[config.mk]
export PLATFORM = sky130hd
export DESIGN_NAME = bram_sweep_reader_flat
export DESIGN_NICKNAME = d
export VERILOG_FILES = /design/src/rtl/bram_sweep_reader_pkg.sv /design/src/rtl/bram_sweep_reader_if.sv /design/src/rtl/bram_sweep_reader_tag_pipe.sv /design/src/rtl/bram_sweep_reader.sv /design/src/flat_wrapper.sv
export SDC_FILE = /design/constraint.sdc
export NUM_CORES = 1
export LEC_CHECK = 0
export BUFFER_PORTS_ARGS = -buffer_cell sky130_fd_sc_hd__buf_2
export CORE_ASPECT_RATIO = 1.25
export CORE_UTILIZATION = 55
export CTS_BUF_LIST = sky130_fd_sc_hd__clkbuf_2 sky130_fd_sc_hd__clkbuf_4 sky130_fd_sc_hd__clkbuf_8
export DETAILED_ROUTE_END_ITERATION = 7
export GPL_TIMING_DRIVEN = 0
export PLACE_DENSITY = 0.88
export SLEW_MARGIN = 5
export SYNTH_ARGS = -nofsm -noshare
export SYNTH_HDL_FRONTEND = slang
export SYNTH_SLANG_ARGS = --single-unit
[constraint.sdc]
create_clock -name clk -period 3.8 [get_ports clk]
set_clock_uncertainty 0.1 [all_clocks]
set_input_delay 0.38 -clock clk [delete_from_list [all_inputs] [get_ports clk]]
set_output_delay 0.38 -clock clk [all_outputs]
set_load 0.05 [all_outputs]
[src/rtl/bram_sweep_reader_pkg.sv]
// bram_sweep_pkg: shared types and helpers for the BRAM sweep read checker.
//   sweep_state_e  : reader FSM states
//   ERR_WID_DEF    : default mismatch counter width
//   expected_word(): checkerboard pattern word for a given address LSB
package bram_sweep_pkg;

  typedef enum logic [1:0] {
    S_IDLE  = 2'd0,
    S_SWEEP = 2'd1,
    S_DRAIN = 2'd2,
    S_DONE  = 2'd3
  } sweep_state_e;

  localparam int ERR_WID_DEF = 16;

  // Widest data word the pattern helper can produce; callers cast down to D_WID.
  localparam int D_WID_MAX = 64;

  // Every bit of the word equals addr_lsb ^ inv (all-zeros or all-ones).
  function automatic logic [D_WID_MAX-1:0] expected_word(input logic addr_lsb,
                                                          input logic inv);
    return {D_WID_MAX{addr_lsb ^ inv}};
  endfunction

endpackage

[src/rtl/bram_sweep_reader_if.sv]
// bram_sweep_reader_if: single BRAM read port.
//   rd_en   : read enable (reader -> memory)
//   rd_addr : read address (reader -> memory)
//   rd_dout : read data, valid RD_LAT cycles after issue (memory -> reader)
interface bram_sweep_reader_if #(
  parameter int A_WID = 12,
  parameter int D_WID = 36
);
  logic             rd_en;
  logic [A_WID-1:0] rd_addr;
  logic [D_WID-1:0] rd_dout;

  modport master (output rd_en, output rd_addr, input rd_dout);
  modport slave  (input rd_en, input rd_addr, output rd_dout);
endinterface

[src/rtl/bram_sweep_reader_tag_pipe.sv]
// bram_rd_tag_pipe: RD_LAT-deep shift register of {valid, addr} that tracks
// reads in flight so each returning word can be matched to its address.
//   clk, clr       : clock, synchronous clear of all stages
//   in_vld/in_addr : tag of the read visible on the memory port this cycle
//   out_vld/out_addr : tag whose data is on rd_dout this cycle
//   pend           : some tag will still be in flight after this clock edge
module bram_rd_tag_pipe #(
  parameter int A_WID  = 12,
  parameter int RD_LAT = 2
) (
  input  logic             clk,
  input  logic             clr,
  input  logic             in_vld,
  input  logic [A_WID-1:0] in_addr,
  output logic             out_vld,
  output logic [A_WID-1:0] out_addr,
  output logic             pend
);

  logic [RD_LAT-1:0] vld_q;
  logic [A_WID-1:0]  addr_q [RD_LAT];

  always_ff @(posedge clk) begin
    if (clr) begin
      vld_q <= '0;
      for (int i = 0; i < RD_LAT; i++) addr_q[i] <= '0;
    end else begin
      vld_q[0]  <= in_vld;
      addr_q[0] <= in_addr;
      for (int i = 1; i < RD_LAT; i++) begin
        vld_q[i]  <= vld_q[i-1];
        addr_q[i] <= addr_q[i-1];
      end
    end
  end

  assign out_vld  = vld_q[RD_LAT-1];
  assign out_addr = addr_q[RD_LAT-1];

  // The last stage is consumed this cycle, so only the input and the inner
  // stages count as still pending.
  always_comb begin
    pend = in_vld;
    for (int i = 0; i < RD_LAT - 1; i++) pend = pend | vld_q[i];
  end

endmodule

[src/rtl/bram_sweep_reader.sv]
// bram_sweep_reader: sweeps ADDR_FIRST..ADDR_LAST through one BRAM read port
// and checks every word against the address-parity checkerboard.
//   clk, rst             : clock, synchronous active-high reset
//   dut_start            : level start request (re-arm needs a low phase)
//   dut_enable           : 0 stalls read issue
//   pat_inv              : pattern polarity, latched at sweep start
//   mem                  : BRAM read port (master side)
//   busy/done/pass       : sweep status
//   err_cnt              : saturating mismatch count
//   fail_valid/addr/data : first mismatch record
// D_WID must not exceed bram_sweep_pkg::D_WID_MAX.
//
// state   | meaning
// S_IDLE  | waiting for dut_start, no reads
// S_SWEEP | issuing one read per enabled cycle
// S_DRAIN | all reads issued, waiting for the tag pipe to empty
// S_DONE  | results valid, waiting for dut_start to drop
module bram_sweep_reader
  import bram_sweep_pkg::*;
#(
  parameter int ID         = 0,
  parameter int A_WID      = 12,
  parameter int D_WID      = 36,
  parameter int RD_LAT     = 2,
  parameter int ADDR_FIRST = 0,
  parameter int ADDR_LAST  = 2**A_WID - 1,
  parameter int ERR_WID    = ERR_WID_DEF
) (
  input  logic               clk,
  input  logic               rst,
  input  logic               dut_start,
  input  logic               dut_enable,
  input  logic               pat_inv,
  bram_sweep_reader_if.master mem,
  output logic               busy,
  output logic               done,
  output logic               pass,
  output logic [ERR_WID-1:0] err_cnt,
  output logic               fail_valid,
  output logic [A_WID-1:0]   fail_addr,
  output logic [D_WID-1:0]   fail_data
);

  localparam logic [A_WID-1:0] FIRST_A = A_WID'(ADDR_FIRST);
  localparam logic [A_WID-1:0] LAST_A  = A_WID'(ADDR_LAST);

  sweep_state_e       state_q;
  logic               rd_en_q, inv_q, busy_q, done_q, pass_q;
  logic [A_WID-1:0]   rd_addr_q, addr_q;
  logic [ERR_WID-1:0] err_cnt_q, err_cnt_d;
  logic               fail_valid_q, fail_valid_d;
  logic [A_WID-1:0]   fail_addr_q, fail_addr_d;
  logic [D_WID-1:0]   fail_data_q, fail_data_d;

  logic               tag_vld, pend;
  logic [A_WID-1:0]   tag_addr;
  logic [D_WID-1:0]   exp_word;
  logic               mismatch, issue;
  logic [A_WID-1:0]   issue_addr;

  // The tag enters the pipe in the cycle the read is visible on the port,
  // so its last stage lines up with rd_dout RD_LAT cycles later.
  bram_rd_tag_pipe #(.A_WID(A_WID), .RD_LAT(RD_LAT)) u_tag_pipe (
    .clk      (clk),
    .clr      (rst),
    .in_vld   (rd_en_q),
    .in_addr  (rd_addr_q),
    .out_vld  (tag_vld),
    .out_addr (tag_addr),
    .pend     (pend)
  );

  always_comb begin
    exp_word     = D_WID'(expected_word(tag_addr[0], inv_q));
    mismatch     = tag_vld && (mem.rd_dout != exp_word);
    err_cnt_d    = err_cnt_q;
    fail_valid_d = fail_valid_q;
    fail_addr_d  = fail_addr_q;
    fail_data_d  = fail_data_q;
    if (mismatch) begin
      if (err_cnt_q != '1) err_cnt_d = err_cnt_q + ERR_WID'(1);
      if (!fail_valid_q) begin
        fail_valid_d = 1'b1;
        fail_addr_d  = tag_addr;
        fail_data_d  = mem.rd_dout;
      end
    end
    // The start cycle already issues the first read so it shows up one
    // cycle after dut_start is sampled.
    issue      = dut_enable &&
                 ((state_q == S_IDLE && dut_start) || state_q == S_SWEEP);
    issue_addr = (state_q == S_IDLE) ? FIRST_A : addr_q;
  end

  always_ff @(posedge clk) begin
    if (rst) begin
      state_q      <= S_IDLE;
      rd_en_q      <= 1'b0;
      rd_addr_q    <= '0;
      addr_q       <= '0;
      inv_q        <= 1'b0;
      busy_q       <= 1'b0;
      done_q       <= 1'b0;
      pass_q       <= 1'b0;
      err_cnt_q    <= '0;
      fail_valid_q <= 1'b0;
      fail_addr_q  <= '0;
      fail_data_q  <= '0;
    end else begin
      rd_en_q      <= 1'b0;
      err_cnt_q    <= err_cnt_d;
      fail_valid_q <= fail_valid_d;
      fail_addr_q  <= fail_addr_d;
      fail_data_q  <= fail_data_d;

      case (state_q)
        S_IDLE: begin
          if (dut_start) begin
            inv_q        <= pat_inv;
            addr_q       <= FIRST_A;
            err_cnt_q    <= '0;
            fail_valid_q <= 1'b0;
            fail_addr_q  <= '0;
            fail_data_q  <= '0;
            pass_q       <= 1'b0;
            busy_q       <= 1'b1;
            state_q      <= S_SWEEP;
          end
        end
        S_SWEEP: ;
        S_DRAIN: begin
          // The final compare happens on this same edge, so err_cnt_d is final.
          if (!pend) begin
            state_q <= S_DONE;
            busy_q  <= 1'b0;
            done_q  <= 1'b1;
            pass_q  <= (err_cnt_d == '0);
          end
        end
        S_DONE: begin
          if (!dut_start) begin
            state_q <= S_IDLE;
            done_q  <= 1'b0;
          end
        end
        default: state_q <= S_IDLE;
      endcase

      if (issue) begin
        rd_en_q   <= 1'b1;
        rd_addr_q <= issue_addr;
        if (issue_addr == LAST_A) state_q <= S_DRAIN;
        else                      addr_q  <= issue_addr + A_WID'(1);
      end
    end
  end

  assign mem.rd_en   = rd_en_q;
  assign mem.rd_addr = rd_addr_q;
  assign busy        = busy_q;
  assign done        = done_q;
  assign pass        = pass_q;
  assign err_cnt     = err_cnt_q;
  assign fail_valid  = fail_valid_q;
  assign fail_addr   = fail_addr_q;
  assign fail_data   = fail_data_q;

`ifndef SYNTHESIS
  always_ff @(posedge clk) begin
    if (!rst && mismatch)
      $display("bram_sweep_reader[%0d] t=%0t: mismatch addr=0x%0h data=0x%0h",
               ID, $time, tag_addr, mem.rd_dout);
  end
`endif

endmodule

[src/flat_wrapper.sv]
// flat-port wrapper written by rule: the top's interface ports become plain ports
module bram_sweep_reader_flat import bram_sweep_pkg::*;
#(
  parameter int ID         = 0,
  parameter int A_WID      = 12,
  parameter int D_WID      = 36,
  parameter int RD_LAT     = 2,
  parameter int ADDR_FIRST = 0,
  parameter int ADDR_LAST  = 2**A_WID - 1,
  parameter int ERR_WID    = ERR_WID_DEF
)
  (clk, rst, dut_start, dut_enable, pat_inv, busy, done, pass, err_cnt, fail_valid, fail_addr, fail_data, mem_rd_en, mem_rd_addr, mem_rd_dout);
  bram_sweep_reader_if #(.A_WID(A_WID), .D_WID(D_WID)) mem_i ();
  input  logic clk;
  input  logic rst;
  input  logic dut_start;
  input  logic dut_enable;
  input  logic pat_inv;
  output logic busy;
  output logic done;
  output logic pass;
  output logic [ERR_WID-1:0] err_cnt;
  output logic fail_valid;
  output logic [A_WID-1:0] fail_addr;
  output logic [D_WID-1:0] fail_data;
  output wire logic [$bits(mem_i.rd_en)-1:0] mem_rd_en;
  output wire logic [$bits(mem_i.rd_addr)-1:0] mem_rd_addr;
  input wire logic [$bits(mem_i.rd_dout)-1:0] mem_rd_dout;
  assign mem_rd_en = mem_i.rd_en;
  assign mem_rd_addr = mem_i.rd_addr;
  assign mem_i.rd_dout = mem_rd_dout;
  bram_sweep_reader #(.ID(ID), .A_WID(A_WID), .D_WID(D_WID), .RD_LAT(RD_LAT), .ADDR_FIRST(ADDR_FIRST), .ADDR_LAST(ADDR_LAST), .ERR_WID(ERR_WID)) u_core (.clk(clk), .rst(rst), .dut_start(dut_start), .dut_enable(dut_enable), .pat_inv(pat_inv), .mem(mem_i), .busy(busy), .done(done), .pass(pass), .err_cnt(err_cnt), .fail_valid(fail_valid), .fail_addr(fail_addr), .fail_data(fail_data));
endmodule
==> out/qor_table.md, run 1 <==
| Group | Result | Value |
|:---|:---|:---|
| outcome | Result of the run | complete, no violations |
| worst setup path | Data required time at the worst endpoint | 4.05 ns |
| synthesis | Distinct cell type count after synthesis | 55 |
| final layout | Synth-to-Final Area Change | 22.8% |
| synthesis | Mapped Avg Cell Area | 8.22 um^2 |
| detailed routing | Initial drt markers | 277 |
| placed design | Final weighted congestion in routability-driven placement | 0.936 |
| grt | Total congestion overflow after global routing | 0 |
| detailed routing | Count of nets left with antenna violations after detail routing | 0 |
| power and ir drop | Power per standard cell area | 407 nW/um^2 |
| sta | Headroom to the max-slew limit | 0.523 |
| clock network | Number of setup buffers added after CTS | 0 |
| sta | Period Utilization, post-route | 0.892 |
| synthesis | EDFF count, synth | 0 |
| job | Number of maximum-capacitance constraint violations | 0 |
| grt | Global routing usage summed across all routing layers | 0.268 |
| worst setup path | Worst flop-to-flop path startpoint | u_core.state_q[0] |
| worst setup path | WS Path Type | reg2reg |
| synthesis | Total nets after synthesis | 640 |
| sta | Hold violation count in the final report | 0 |
| sta | Number of pins with negative max-slew slack in the final report | 0 |
| clock network | TritonCTS sink count | 122 |
| placed design | Setup WS pre-CTS | 0.0412 ns |
| worst setup path | Largest driver fanout on the critical path | 10 |
| grt | Routing usage on met2 | 0.480 |
| floorplanning | Std-Cell Rows | 38 |
| clock network | CTS clock-pin slew for the worst setup and hold paths | 0.08 ns |
| grt | First-pass GRT wire length | 19.4 mm |
| floorplanning | Die area | 9310 um^2 |
| final layout | Net total in the final layout | 779 |
| power and ir drop | Leakage dissipation | 2.35 nW |
| detailed routing | Via count | 4808 |
| floorplanning | Number of ports placed on the die boundary | 122 |
| final layout | Area of all placed cells without fillers | 6030 um^2 |
| worst setup path | Crit. Startpoint | u_core.state_q[0] |
| synthesis | Post-synth ARST share | 0 |
| final layout | Number of antenna repair diodes | 0 |
| grt | Busiest grt layer | met2 |
| final layout | Final Non-Filler Cells | 869 |
| synthesis | Number of storage elements in the synthesis netlist | 122 |
| power and ir drop | VDD IR max | 0.000241 V |
| worst setup path | Slowest cell on crit path | nor4_4 |
| sta | Smallest setup slack after layout | 0.410 ns |
| power and ir drop | Design Power | 2.46 mW |
| detailed routing | Number of iterations in the first detailed-routing pass | 7 |
| clock network | H-tree lvl count | 4 |
| placed design | Half-perimeter wire length after detailed placement | 9.16 mm |
| synthesis | Prevailing post-synth register cell | dfxtp_1 |
| worst setup path | Worst reg2reg path depth | 13 |
| worst setup path | Most repeated library cell on the critical path | clkbuf_1 |
| worst setup path | Worst reg2reg endpoint | u_core.addr_q[5] |
| sta | Setup TNS | 0 ns |
| detailed routing | Total Wirelength | 12.3 mm |
| sta | Number of endpoints failing setup at the final stage | 0 |
| clock network | CTS tree | yes |
| synthesis | Synthesized instance count | 597 |
| grt | Global routing met3 resource utilization | 0.0729 |
| floorplanning | Area of the core region | 8650 um^2 |
| worst setup path | Sequence of cells on the critical path | clkbuf_1 > or2_2 > clkbuf_1 > clkbuf_2 > and2_1 > ha_1 > nand2_1 > nor4_4 > a31oi_1 > clkbuf_1 > nor2_1 > a21oi_1 > a211oi_1 |
| clock network | Largest buffer count on any clock path | 2 |
| worst setup path | Crit end category | flop |
| placed design | Number of cells in the design after placement | 837 |
| clock network | Count of hold-fix buffers inserted at cts | 0 |
| detailed routing | Vias per cell | 5.53 |
| sta | Setup repair after global routing missed its margin | false |
| clock network | Clock latency on the worst-skew pair | 0.43 ns |
| placed design | Placement Cell Area | 5660 um^2 |
| synthesis | Netlist Area Pre-Place | 4910 um^2 |
| worst setup path | Startpoint type of the worst setup path | flop |
| grt | Maximum number of pins on one net before global-route repair | 17 |
| min path | Min-Delay Path Class | in2reg |
| detailed routing | WL per Instance | 14.2 um |
| detailed routing | Drc violations | 0 |
| worst setup path | Slack of the worst reg-to-reg path | 0.41 ns |
| clock network | Cell at the root of the clock tree | clkbuf_8 |
| sta | Maximum achievable frequency | 295 MHz |
| worst setup path | Worst setup path endpoint | u_core.addr_q[5] |
| worst setup path | Signal arrival time at the worst endpoint | 3.64 ns |
| worst setup path | Worst path max stage delay | 0.44 ns |
| final layout | Commonest non-fill, non-tap cell in the layout | nand2_1 |
| floorplanning | Die Y-Extent | 108 um |
| sta | Post-layout min period | 3.39 ns |
| grt | Vias in the first global route | 4331 |
| final layout | Share of layout cells above drive strength 1 | 0.227 |
| final layout | Final standard cell utilization of the core | 0.697 |
| final layout | Most used cells in the layout excluding fill and tap cells | nand2_1, buf_2, dfxtp_1 |
| grt | Met1 capacity usage during global routing | 0.297 |
| synthesis | Count of synthesis-stage warnings from yosys | 0 |
| grt | Number of antenna violations at the first check in global routing | 0 |
| sta | Worst hold margin | 0.0822 ns |
| sta | Slew of the pin with the lowest slew margin | 0.713 ns |
| synthesis | Register area share after synthesis | 0.497 |
| floorplanning | Floorplan die width | 86.5 um |
| floorplanning | Initial cell density of the core | 0.567 |
| placed design | I/O Buffers | 120 |
| clock network | Total clock buffers created by CTS | 17 |
[kinds of logic (layout without fill, tap and decap cells)]
group / Yosys count / in the layout / share of synthesized area
flops: 122 / 122 / 0.497
xor+xnor: 14 / 14 / 0.0265
compound gates: 125 / 125 / 0.152
simple gates: 290 / 290 / 0.277
buf+inv: 41 / 193 / 0.0359
fa+ha+maj: 2 / 2 / 0.00510
mux: 3 / 3 / 0.00612
[power by group]
group          internal, mW  switching (mW)  total, mW  leakage (nW)
clock                 0.460           0.545       1.00         0.163
sequential             1.29         0.00559       1.29         0.984
combinational        0.0448           0.114      0.159          1.21
total                  1.79           0.664       2.46          2.35
[worst min-delay path by stage]
stage	start	end	slack [ns]	cells after the start
3_5_place_dp	u_core.u_tag_pipe.addr_q[0][8]	u_core.u_tag_pipe.addr_q[0][20]	0.32	1
6_report	rst	u_core.mem.rd_en	0.08	2
5_1_grt	rst	u_core.mem.rd_en	0.05	2
3_3_place_gp	u_core.u_tag_pipe.addr_q[0][7]	u_core.u_tag_pipe.addr_q[0][19]	0.32	1
4_1_cts	rst	u_core.mem.rd_en	0.04	2
2_1_floorplan	u_core.u_tag_pipe.addr_q[0][0]	u_core.u_tag_pipe.addr_q[0][12]	0.31	1
[layout make-up]
class	count	area [um^2]
Buffer	36	159
Clock buffer	17	234
Clock inverter	15	119
Fill cell	718	2620
Inverter	5	18.8
Multi-Input combinational cell	434	2310
Sequential cell	122	2440
Tap cell	120	150
Timing Repair Buffer	120	601
[flip-flops by register name, summed over array words and instances, names as in the netlist]
signal / flops
u_core.done: 1
u_core.err_cnt: 16
u_core.u_tag_pipe.addr_q: 24
u_core.inv_q: 1
u_core.mem.rd_addr: 12
u_core.fail_valid: 1
u_core.mem.rd_en: 1
u_core.fail_data: 36
u_core.addr_q: 12
u_core.busy: 1
u_core.state_q: 2
u_core.u_tag_pipe.vld_q: 2
u_core.fail_addr: 12
u_core.pass: 1
[metal layers]
layer | share of wire | vias up
li1 | - | 2341
met1 | 0.41 | 2232
met2 | 0.51 | 206
met3 | 0.061 | 29
met4 | 0.022 | 0
met5 | 0 | -
[synthesized netlist by cell type (8+ instances only)]
library cell / instances / area, um^2
clkbuf_1: 26 / 97.6
nand2_1: 136 / 510
nor2_1: 39 / 146
dfxtp_1: 122 / 2440
nand3_1: 22 / 110
nor2b_1: 28 / 175
xnor2_1: 9 / 78.8
nor3_1: 9 / 45.0
nor4_1: 12 / 75.1
a21oi_1: 79 / 395
nand4_1: 13 / 81.3
o21ai_0: 11 / 55.1
and2_1: 8 / 50.1
[worst max-delay path: cells and delay by family (launching register included)]
kind | cells | cell delay, ns
AOI/OAI and AO/OA | 3 | 0.46
adders and majority gates | 1 | 0.23
and+or+nand+nor | 5 | 1.18
buffers and inverters | 4 | 1.05
DFF | 1 | 0.31
[what timing repair did]
action / in CTS / in global routing
endpoints found under the setup margin: 1 / 9
gates resized for setup: 1 / 3
pin swaps: 0 / 0
Note: power is estimated with default switching activity, not from simulation.
==> inputs of run 2 (changes only) <==
--- a/config.mk
+++ b/config.mk
@@ -6,7 +6,7 @@
 export NUM_CORES = 1
 export LEC_CHECK = 0
 export BUFFER_PORTS_ARGS = -buffer_cell sky130_fd_sc_hd__buf_2
-export CORE_ASPECT_RATIO = 1.25
+export CORE_ASPECT_RATIO = 0.5
 export CORE_UTILIZATION = 55
 export CTS_BUF_LIST = sky130_fd_sc_hd__clkbuf_2 sky130_fd_sc_hd__clkbuf_4 sky130_fd_sc_hd__clkbuf_8
 export DETAILED_ROUTE_END_ITERATION = 7
==> run 2 against run 1 <==
  * Design area is essentially flat
  * Maximum frequency shrank 2.9%
  * Die area grew 0.22%
  * Clock power grew 7%
  * Routed wire length shrank 0.17%
  * Critical endpoint unchanged
  * Sequential power is essentially flat
  * Final cell count shrank 1.0%
==> out/qor_table.md, run 2 (synthesis gave the netlist of run 1 again) <==
| Group | Result | Value | vs previous |
|:---|:---|:---|:---|
| clock network | TritonCTS sink count | 122 | unchanged |
| min path | Origin of the worst min-delay path | rst |  |
| grt | Global routing usage summed across all routing layers | 0.263 | -0.00559 |
| floorplanning | Number of ports placed on the die boundary | 122 | unchanged |
| power and ir drop | Power per standard cell area | 418 nW/um^2 | +2.6% |
| clock network | CTS tree | yes |  |
| sta | Setup repair after global routing missed its margin | false |  |
| sta | Headroom to the max-slew limit | 0.517 | -0.00581 |
| clock network | Largest buffer count on any clock path | 2 | unchanged |
| placed design | Placement Cell Area | 5650 um^2 | -0.18% |
| clock network | Count of hold-fix buffers inserted at cts | 0 | unchanged |
| floorplanning | Die area | 9330 um^2 | +0.22% |
| worst setup path | Worst flop-to-flop path startpoint | u_core.state_q[0] |  |
| power and ir drop | VDD IR max | 0.000282 V | +17% |
| detailed routing | Number of iterations in the first detailed-routing pass | 6 | -1 |
| final layout | Final standard cell utilization of the core | 0.725 | +0.0286 |
| sta | Period Utilization, post-route | 0.918 | +0.0263 |
| power and ir drop | Design Power | 2.52 mW | +2.7% |
| clock network | Total clock buffers created by CTS | 17 | unchanged |
| grt | Vias in the first global route | 3930 | -9.3% |
| detailed routing | WL per Instance | 14.3 um | +0.87% |
| sta | Maximum achievable frequency | 287 MHz | -2.9% |
| worst setup path | Number of buffers and inverters on the critical path | 4 | unchanged |
| placed design | I/O Buffers | 120 | unchanged |
| detailed routing | Drc violations | 0 | unchanged |
| worst setup path | Crit. path cell count | 13 | unchanged |
| clock network | Cell at the root of the clock tree | clkbuf_8 |  |
| final layout | Share of layout cells above drive strength 1 | 0.226 | -0.00103 |
| job | Number of maximum-capacitance constraint violations | 0 | unchanged |
| floorplanning | Die Y-Extent | 68.8 um | -36% |
| worst setup path | Slack of the worst reg-to-reg path | 0.31 ns | -0.10 ns |
| worst setup path | Most repeated library cell on the critical path | clkbuf_1 |  |
| grt | First-pass GRT wire length | 18.5 mm | -4.5% |
| min path | Min-Delay Path Class | in2reg |  |
| detailed routing | Total Wirelength | 12.3 mm | -0.17% |
| sta | Number of endpoints failing setup at the final stage | 0 | unchanged |
| detailed routing | Via count | 4757 | -1.1% |
| sta | Number of pins with negative max-slew slack in the final report | 0 | unchanged |
| sta | Worst hold margin | 0.0567 ns | -0.0255 ns |
| floorplanning | Std-Cell Rows | 23 | -39% |
| worst setup path | Crit end category | flop |  |
| clock network | Number of setup buffers added after CTS | 0 | unchanged |
| clock network | H-tree lvl count | 4 | unchanged |
| grt | Total congestion overflow after global routing | 0 | unchanged |
| floorplanning | Area of the core region | 8320 um^2 | -3.9% |
| grt | Number of antenna violations at the first check in global routing | 0 | unchanged |
| grt | Maximum number of pins on one net before global-route repair | 17 | unchanged |
| final layout | Number of fill cells in the layout | 651 | -9.3% |
| sta | Slew of the pin with the lowest slew margin | 0.714 ns | +0.00128 ns |
| power and ir drop | Leakage dissipation | 2.37 nW | +0.72% |
| worst setup path | Startpoint type of the worst setup path | flop |  |
| clock network | Clock latency on the worst-skew pair | 0.43 ns | about the same |
| placed design | Final weighted congestion in routability-driven placement | 0.875 | -6.5% |
| worst setup path | Slowest cell on crit path | nor4_4 |  |
| placed design | Half-perimeter wire length after detailed placement | 8.78 mm | -4.1% |
| worst setup path | Worst path max stage delay | 0.43 ns | about the same |
| worst setup path | Sequence of cells on the critical path | clkbuf_1 > or2_2 > clkbuf_1 > clkbuf_2 > and2_1 > ha_1 > nand2_1 > nor4_4 > a31oi_1 > clkbuf_1 > nor2_1 > a21oi_1 > a211oi_1 |  |
| final layout | Synth-to-Final Area Change | 22.9% | about the same |
| final layout | Area of all placed cells without fillers | 6030 um^2 | about the same |
| sta | Setup TNS | 0 ns | unchanged |
| sta | Post-layout min period | 3.49 ns | +0.100 ns |
| final layout | Net total in the final layout | 779 | unchanged |
| worst setup path | Largest driver fanout on the critical path | 10 | unchanged |
| final layout | Number of antenna repair diodes | 0 | unchanged |
| floorplanning | Initial cell density of the core | 0.590 | +0.0230 |
| detailed routing | Initial drt markers | 324 | +17% |
| worst setup path | WS Path Type | reg2reg |  |
| floorplanning | Floorplan die width | 136 um | +57% |
| worst setup path | Signal arrival time at the worst endpoint | 3.72 ns | +0.08 ns |
| worst setup path | Crit. Startpoint | u_core.state_q[0] |  |
| final layout | Commonest non-fill, non-tap cell in the layout | nand2_1 |  |
| worst setup path | Worst reg2reg path depth | 13 | unchanged |
| sta | Hold violation count in the final report | 0 | unchanged |
| final layout | Most used cells in the layout excluding fill and tap cells | nand2_1, buf_2, dfxtp_1 |  |
| final layout | Number of flip-flops in the largest register | 36 | unchanged |
| outcome | Result of the run | complete, no violations |  |
| worst setup path | Cell type group with the largest total delay on the critical path | simple AND/OR/NAND/NOR gates |  |
| min path | Hold Path Sink | u_core.mem.rd_en |  |
| clock network | CTS clock-pin slew for the worst setup and hold paths | 0.07 ns | about the same |
| detailed routing | Vias per cell | 5.53 | about the same |
| detailed routing | Count of nets left with antenna violations after detail routing | 0 | unchanged |
| worst setup path | Data required time at the worst endpoint | 4.03 ns | -0.02 ns |
| min path | Hold path depth | 2 | unchanged |
| worst setup path | Worst reg2reg endpoint | u_core.addr_q[5] |  |
[run 2: changes by cell type in the layout (fill, tap and decap cells not counted), sizes merged]
cell	before	now
bufinv	0	1
inv	10	6
clkinv	4	5
clkbuf	43	46
clkinvlp	6	4
[run 2: layer usage]
layer / up-vias / track usage / part of all wire
met5: - / 0 / 0
met4: 0 / 0.122 / 0.016
met3: 28 / 0.0526 / 0.066
met2: 184 / 0.436 / 0.47
met1: 2199 / 0.336 / 0.45
li1: 2346 / - / -
[run 2: how the worst max path moves through the flow]
stage	to	slack, ns
final	u_core.addr_q[5]	0.31
after global routing	u_core.addr_q[5]	0.02
after CTS	u_core.addr_q[5]	0.13
after detailed placement	u_core.addr_q[5]	-0.005
after global placement	u_core.addr_q[5]	0.10
after floorplan	u_core.addr_q[5]	0.70
[run 2: cell type report]
type,count,area (um^2),share of cell area
inverter,5,18.8,0.00311
clock buffer,20,269,0.0446
timing repair buffer,120,601,0.0995
multi-input combinational,434,2310,0.382
tap,112,140,0.0232
buffer,36,159,0.0263
sequential,122,2440,0.405
clock inverter,11,97.6,0.0162
[run 2: what timing repair did]
item	in CTS	in global routing
endpoints found under the hold margin	0	0
resized for setup	1	3
endpoints found under the setup margin	1	6
[run 2: where the power goes]
group | switching, mW | leakage (nW) | internal [mW] | total, mW
Combinational | 0.113 | 1.21 | 0.0447 | 0.158
Clock | 0.519 | 0.180 | 0.552 | 1.07
Sequential | 0.00545 | 0.984 | 1.29 | 1.29
Total | 0.637 | 2.37 | 1.88 | 2.52
[run 2: stage by stage]
stage | setup WS (ns) | instances
after global placement | 0.102 | 829
after CTS | 0.135 | 860
after detailed placement | -0.00519 | 829
after global routing | 0.0238 | 860
after floorplan | 0.696 | 597
final | 0.310 | 860
==> inputs of run 3 (changes only) <==
--- a/config.mk
+++ b/config.mk
@@ -6,7 +6,6 @@
 export NUM_CORES = 1
 export LEC_CHECK = 0
 export BUFFER_PORTS_ARGS = -buffer_cell sky130_fd_sc_hd__buf_2
-export CORE_ASPECT_RATIO = 0.5
 export CORE_UTILIZATION = 55
 export CTS_BUF_LIST = sky130_fd_sc_hd__clkbuf_2 sky130_fd_sc_hd__clkbuf_4 sky130_fd_sc_hd__clkbuf_8
 export DETAILED_ROUTE_END_ITERATION = 7
==> run 3 against run 2 <==
  * Core utilization down 2.8 points
  * Total power up 1.8%
  * Flip-flop and latch count unchanged
  * Maximum frequency grew 2.9%
  * Final cell count shrank 0.35%
  * Critical endpoint unchanged
  * Critical path depth did not move
  * Critical path type unchanged
==> out/qor_table.md, run 3 (synthesis gave the netlist of run 1 again) <==
| Group | Result | Value | vs previous |
|:---|:---|:---|:---|
| outcome | Result of the run | complete, no violations |  |
| floorplanning | Number of ports placed on the die boundary | 122 | unchanged |
| placed design | I/O Buffers | 120 | unchanged |
| sta | Number of pins with negative max-slew slack in the final report | 0 | unchanged |
| worst setup path | Worst reg2reg path depth | 13 | unchanged |
| final layout | Number of antenna repair diodes | 0 | unchanged |
| sta | Maximum achievable frequency | 295 MHz | +2.9% |
| power and ir drop | Leakage dissipation | 2.38 nW | +0.59% |
| sta | Post-layout min period | 3.39 ns | -0.0983 ns |
| worst setup path | WS Path Type | reg2reg |  |
| final layout | Net total in the final layout | 779 | unchanged |
| grt | Vias in the first global route | 4181 | +6.4% |
| worst setup path | Worst flop-to-flop path startpoint | u_core.state_q[0] |  |
| worst setup path | Sequence of cells on the critical path | clkbuf_1 > or2_2 > clkbuf_1 > clkbuf_2 > and2_1 > ha_1 > nand2_1 > nor4_4 > a31oi_1 > clkbuf_1 > nor2_1 > a21oi_1 > a211oi_1 |  |
| sta | Smallest setup slack after layout | 0.408 ns | +0.0983 ns |
| min path | Hold path depth | 2 | unchanged |
| final layout | Number of flip-flops in the largest register | 36 | unchanged |
| grt | First-pass GRT wire length | 19.0 mm | +2.8% |
| worst setup path | Data required time at the worst endpoint | 4.04 ns | about the same |
| sta | Headroom to the max-slew limit | 0.537 | +0.0200 |
| grt | Global routing usage summed across all routing layers | 0.266 | +0.00375 |
| floorplanning | Die area | 9310 um^2 | -0.25% |
| clock network | CTS tree | yes |  |
| final layout | Final Non-Filler Cells | 857 | -0.35% |
| min path | Origin of the worst min-delay path | rst |  |
| worst setup path | Largest driver fanout on the critical path | 10 | unchanged |
| clock network | Largest buffer count on any clock path | 2 | unchanged |
| clock network | CTS clock-pin slew for the worst setup and hold paths | 0.08 ns | about the same |
| sta | Slew of the pin with the lowest slew margin | 0.691 ns | -0.0229 ns |
| min path | Min-Delay Path Class | in2reg |  |
| worst setup path | Worst reg2reg endpoint | u_core.addr_q[5] |  |
| detailed routing | Drc violations | 0 | unchanged |
| floorplanning | Std-Cell Rows | 34 | +48% |
| worst setup path | Startpoint type of the worst setup path | flop |  |
| final layout | Share of layout cells above drive strength 1 | 0.227 | +0.00103 |
| final layout | Most used cells in the layout excluding fill and tap cells | nand2_1, buf_2, dfxtp_1 |  |
| power and ir drop | VDD IR max | 0.000236 V | -16% |
| clock network | Count of hold-fix buffers inserted at cts | 0 | unchanged |
| detailed routing | Count of nets left with antenna violations after detail routing | 0 | unchanged |
| worst setup path | Worst path max stage delay | 0.43 ns | about the same |
| final layout | Commonest non-fill, non-tap cell in the layout | nand2_1 |  |
| final layout | Number of fill cells in the layout | 676 | +3.8% |
| placed design | Setup WS pre-CTS | 0.0276 ns | +0.0328 ns |
| worst setup path | Slack of the worst reg-to-reg path | 0.41 ns | +0.10 ns |
| final layout | Total area of multi-input combinational cells | 2310 um^2 | unchanged |
| placed design | Half-perimeter wire length after detailed placement | 9.07 mm | +3.2% |
| clock network | H-tree lvl count | 4 | unchanged |
| job | Number of maximum-capacitance constraint violations | 0 | unchanged |
| final layout | Area occupied by registers | 2440 um^2 | unchanged |
| placed design | Final weighted congestion in routability-driven placement | 0.882 | +0.77% |
| min path | Hold Path Sink | u_core.mem.rd_en |  |
| detailed routing | Number of iterations in the first detailed-routing pass | 5 | -1 |
| detailed routing | Initial drt markers | 229 | -29% |
| detailed routing | WL per Instance | 14.3 um | +0.38% |
| sta | Number of endpoints failing setup at the final stage | 0 | unchanged |
| worst setup path | Crit end category | flop |  |
| floorplanning | Floorplan die width | 96.5 um | -29% |
| grt | Number of antenna violations at the first check in global routing | 0 | unchanged |
| clock network | Total clock buffers created by CTS | 17 | unchanged |
| worst setup path | Signal arrival time at the worst endpoint | 3.63 ns | -0.09 ns |
| final layout | Synth-to-Final Area Change | 23.2% |  |
| floorplanning | Initial cell density of the core | 0.566 | -0.0246 |
| detailed routing | Via count | 4778 | +0.44% |
| power and ir drop | Power per standard cell area | 424 nW/um^2 | +1.6% |
| worst setup path | Slowest cell on crit path | nor4_4 |  |
| detailed routing | Total Wirelength | 12.3 mm | about the same |
| floorplanning | Area of the core region | 8680 um^2 | +4.3% |
| placed design | Number of cells in the design after placement | 825 | -0.48% |
| clock network | TritonCTS sink count | 122 | unchanged |
| sta | Setup repair after global routing missed its margin | false |  |
| worst setup path | Most repeated library cell on the critical path | clkbuf_1 |  |
| sta | Period Utilization, post-route | 0.893 | -0.0259 |
| sta | Setup TNS | 0 ns | unchanged |
| clock network | Cell at the root of the clock tree | clkbuf_8 |  |
| clock network | Clock latency on the worst-skew pair | 0.42 ns | about the same |
| sta | Hold violation count in the final report | 0 | unchanged |
| floorplanning | Die Y-Extent | 96.5 um | +40% |
| grt | Total congestion overflow after global routing | 0 | unchanged |
| detailed routing | Vias per cell | 5.58 | +0.79% |
| grt | Maximum number of pins on one net before global-route repair | 17 | unchanged |
-- run 3: cell type report --
class | instances | area share
clock inverter | 15 | 0.0254
tap | 108 | 0.0223
inverter | 5 | 0.00310
buffer | 36 | 0.0263
timing repair buffer | 120 | 0.0993
clock buffer | 17 | 0.0387
sequential | 122 | 0.404
multi-input combinational | 434 | 0.381
-- run 3: per-layer routing --
| layer | up-vias | GRT usage | part of all wire |
|---|---|---|---|
| met5 | - | 0 | 0 |
| met1 | 2210 | 0.322 | 0.42 |
| met3 | 26 | 0.0790 | 0.084 |
| li1 | 2337 | - | - |
| met4 | 0 | 0.0931 | 0.015 |
| met2 | 205 | 0.449 | 0.48 |
-- run 3: worst max path at each step --
stage	from	endpoint	slack [ns]	cells past startpoint
floorplan	u_core.state_q[0]	u_core.addr_q[5]	0.70	13
global placement	u_core.state_q[0]	u_core.addr_q[5]	0.10	13
detailed placement	u_core.state_q[0]	u_core.addr_q[5]	0.03	13
CTS	u_core.state_q[0]	u_core.addr_q[5]	0.24	13
global route	u_core.state_q[0]	u_core.addr_q[5]	0.11	13
finish	u_core.state_q[0]	u_core.addr_q[5]	0.41	13
-- run 3: timing repair --
| action | in CTS | in global routing |
|---|---|---|
| buffers inserted | 0 | 0 |
| endpoints found under the setup margin | 1 | 9 |
| gates resized for setup | 1 | 3 |
-- run 3: power by group --
part / total (mW) / internal (mW) / switching (mW)
clock network: 1.12 / 0.542 / 0.575
registers: 1.29 / 1.29 / 0.00623
logic: 0.157 / 0.0447 / 0.112
-- run 3: critical path: cells and delay by family, from the launching register on --
| family | cells | cell delay (ns) |
|---|---|---|
| adder cells (fa/ha/maj) | 1 | 0.23 |
| AND/OR/NAND/NOR | 5 | 1.15 |
| flip-flops | 1 | 0.32 |
| AO/OA/AOI/OAI | 3 | 0.50 |
| buffers and inverters | 4 | 1.03 |
-- run 3: stage by stage --
step | power [mW] | hold slack (ns) | util | cell area [um^2]
floorplan | 1.41 | 0.314 | - | 4910
global placement | 1.47 | 0.320 | 0.651 | 5650
detailed placement | 1.48 | 0.320 | 0.651 | 5650
CTS | 2.58 | 0.0455 | 0.696 | 6040
global route | 2.66 | 0.0574 | 0.697 | 6050
finish | 2.57 | 0.0719 | 0.697 | 6050
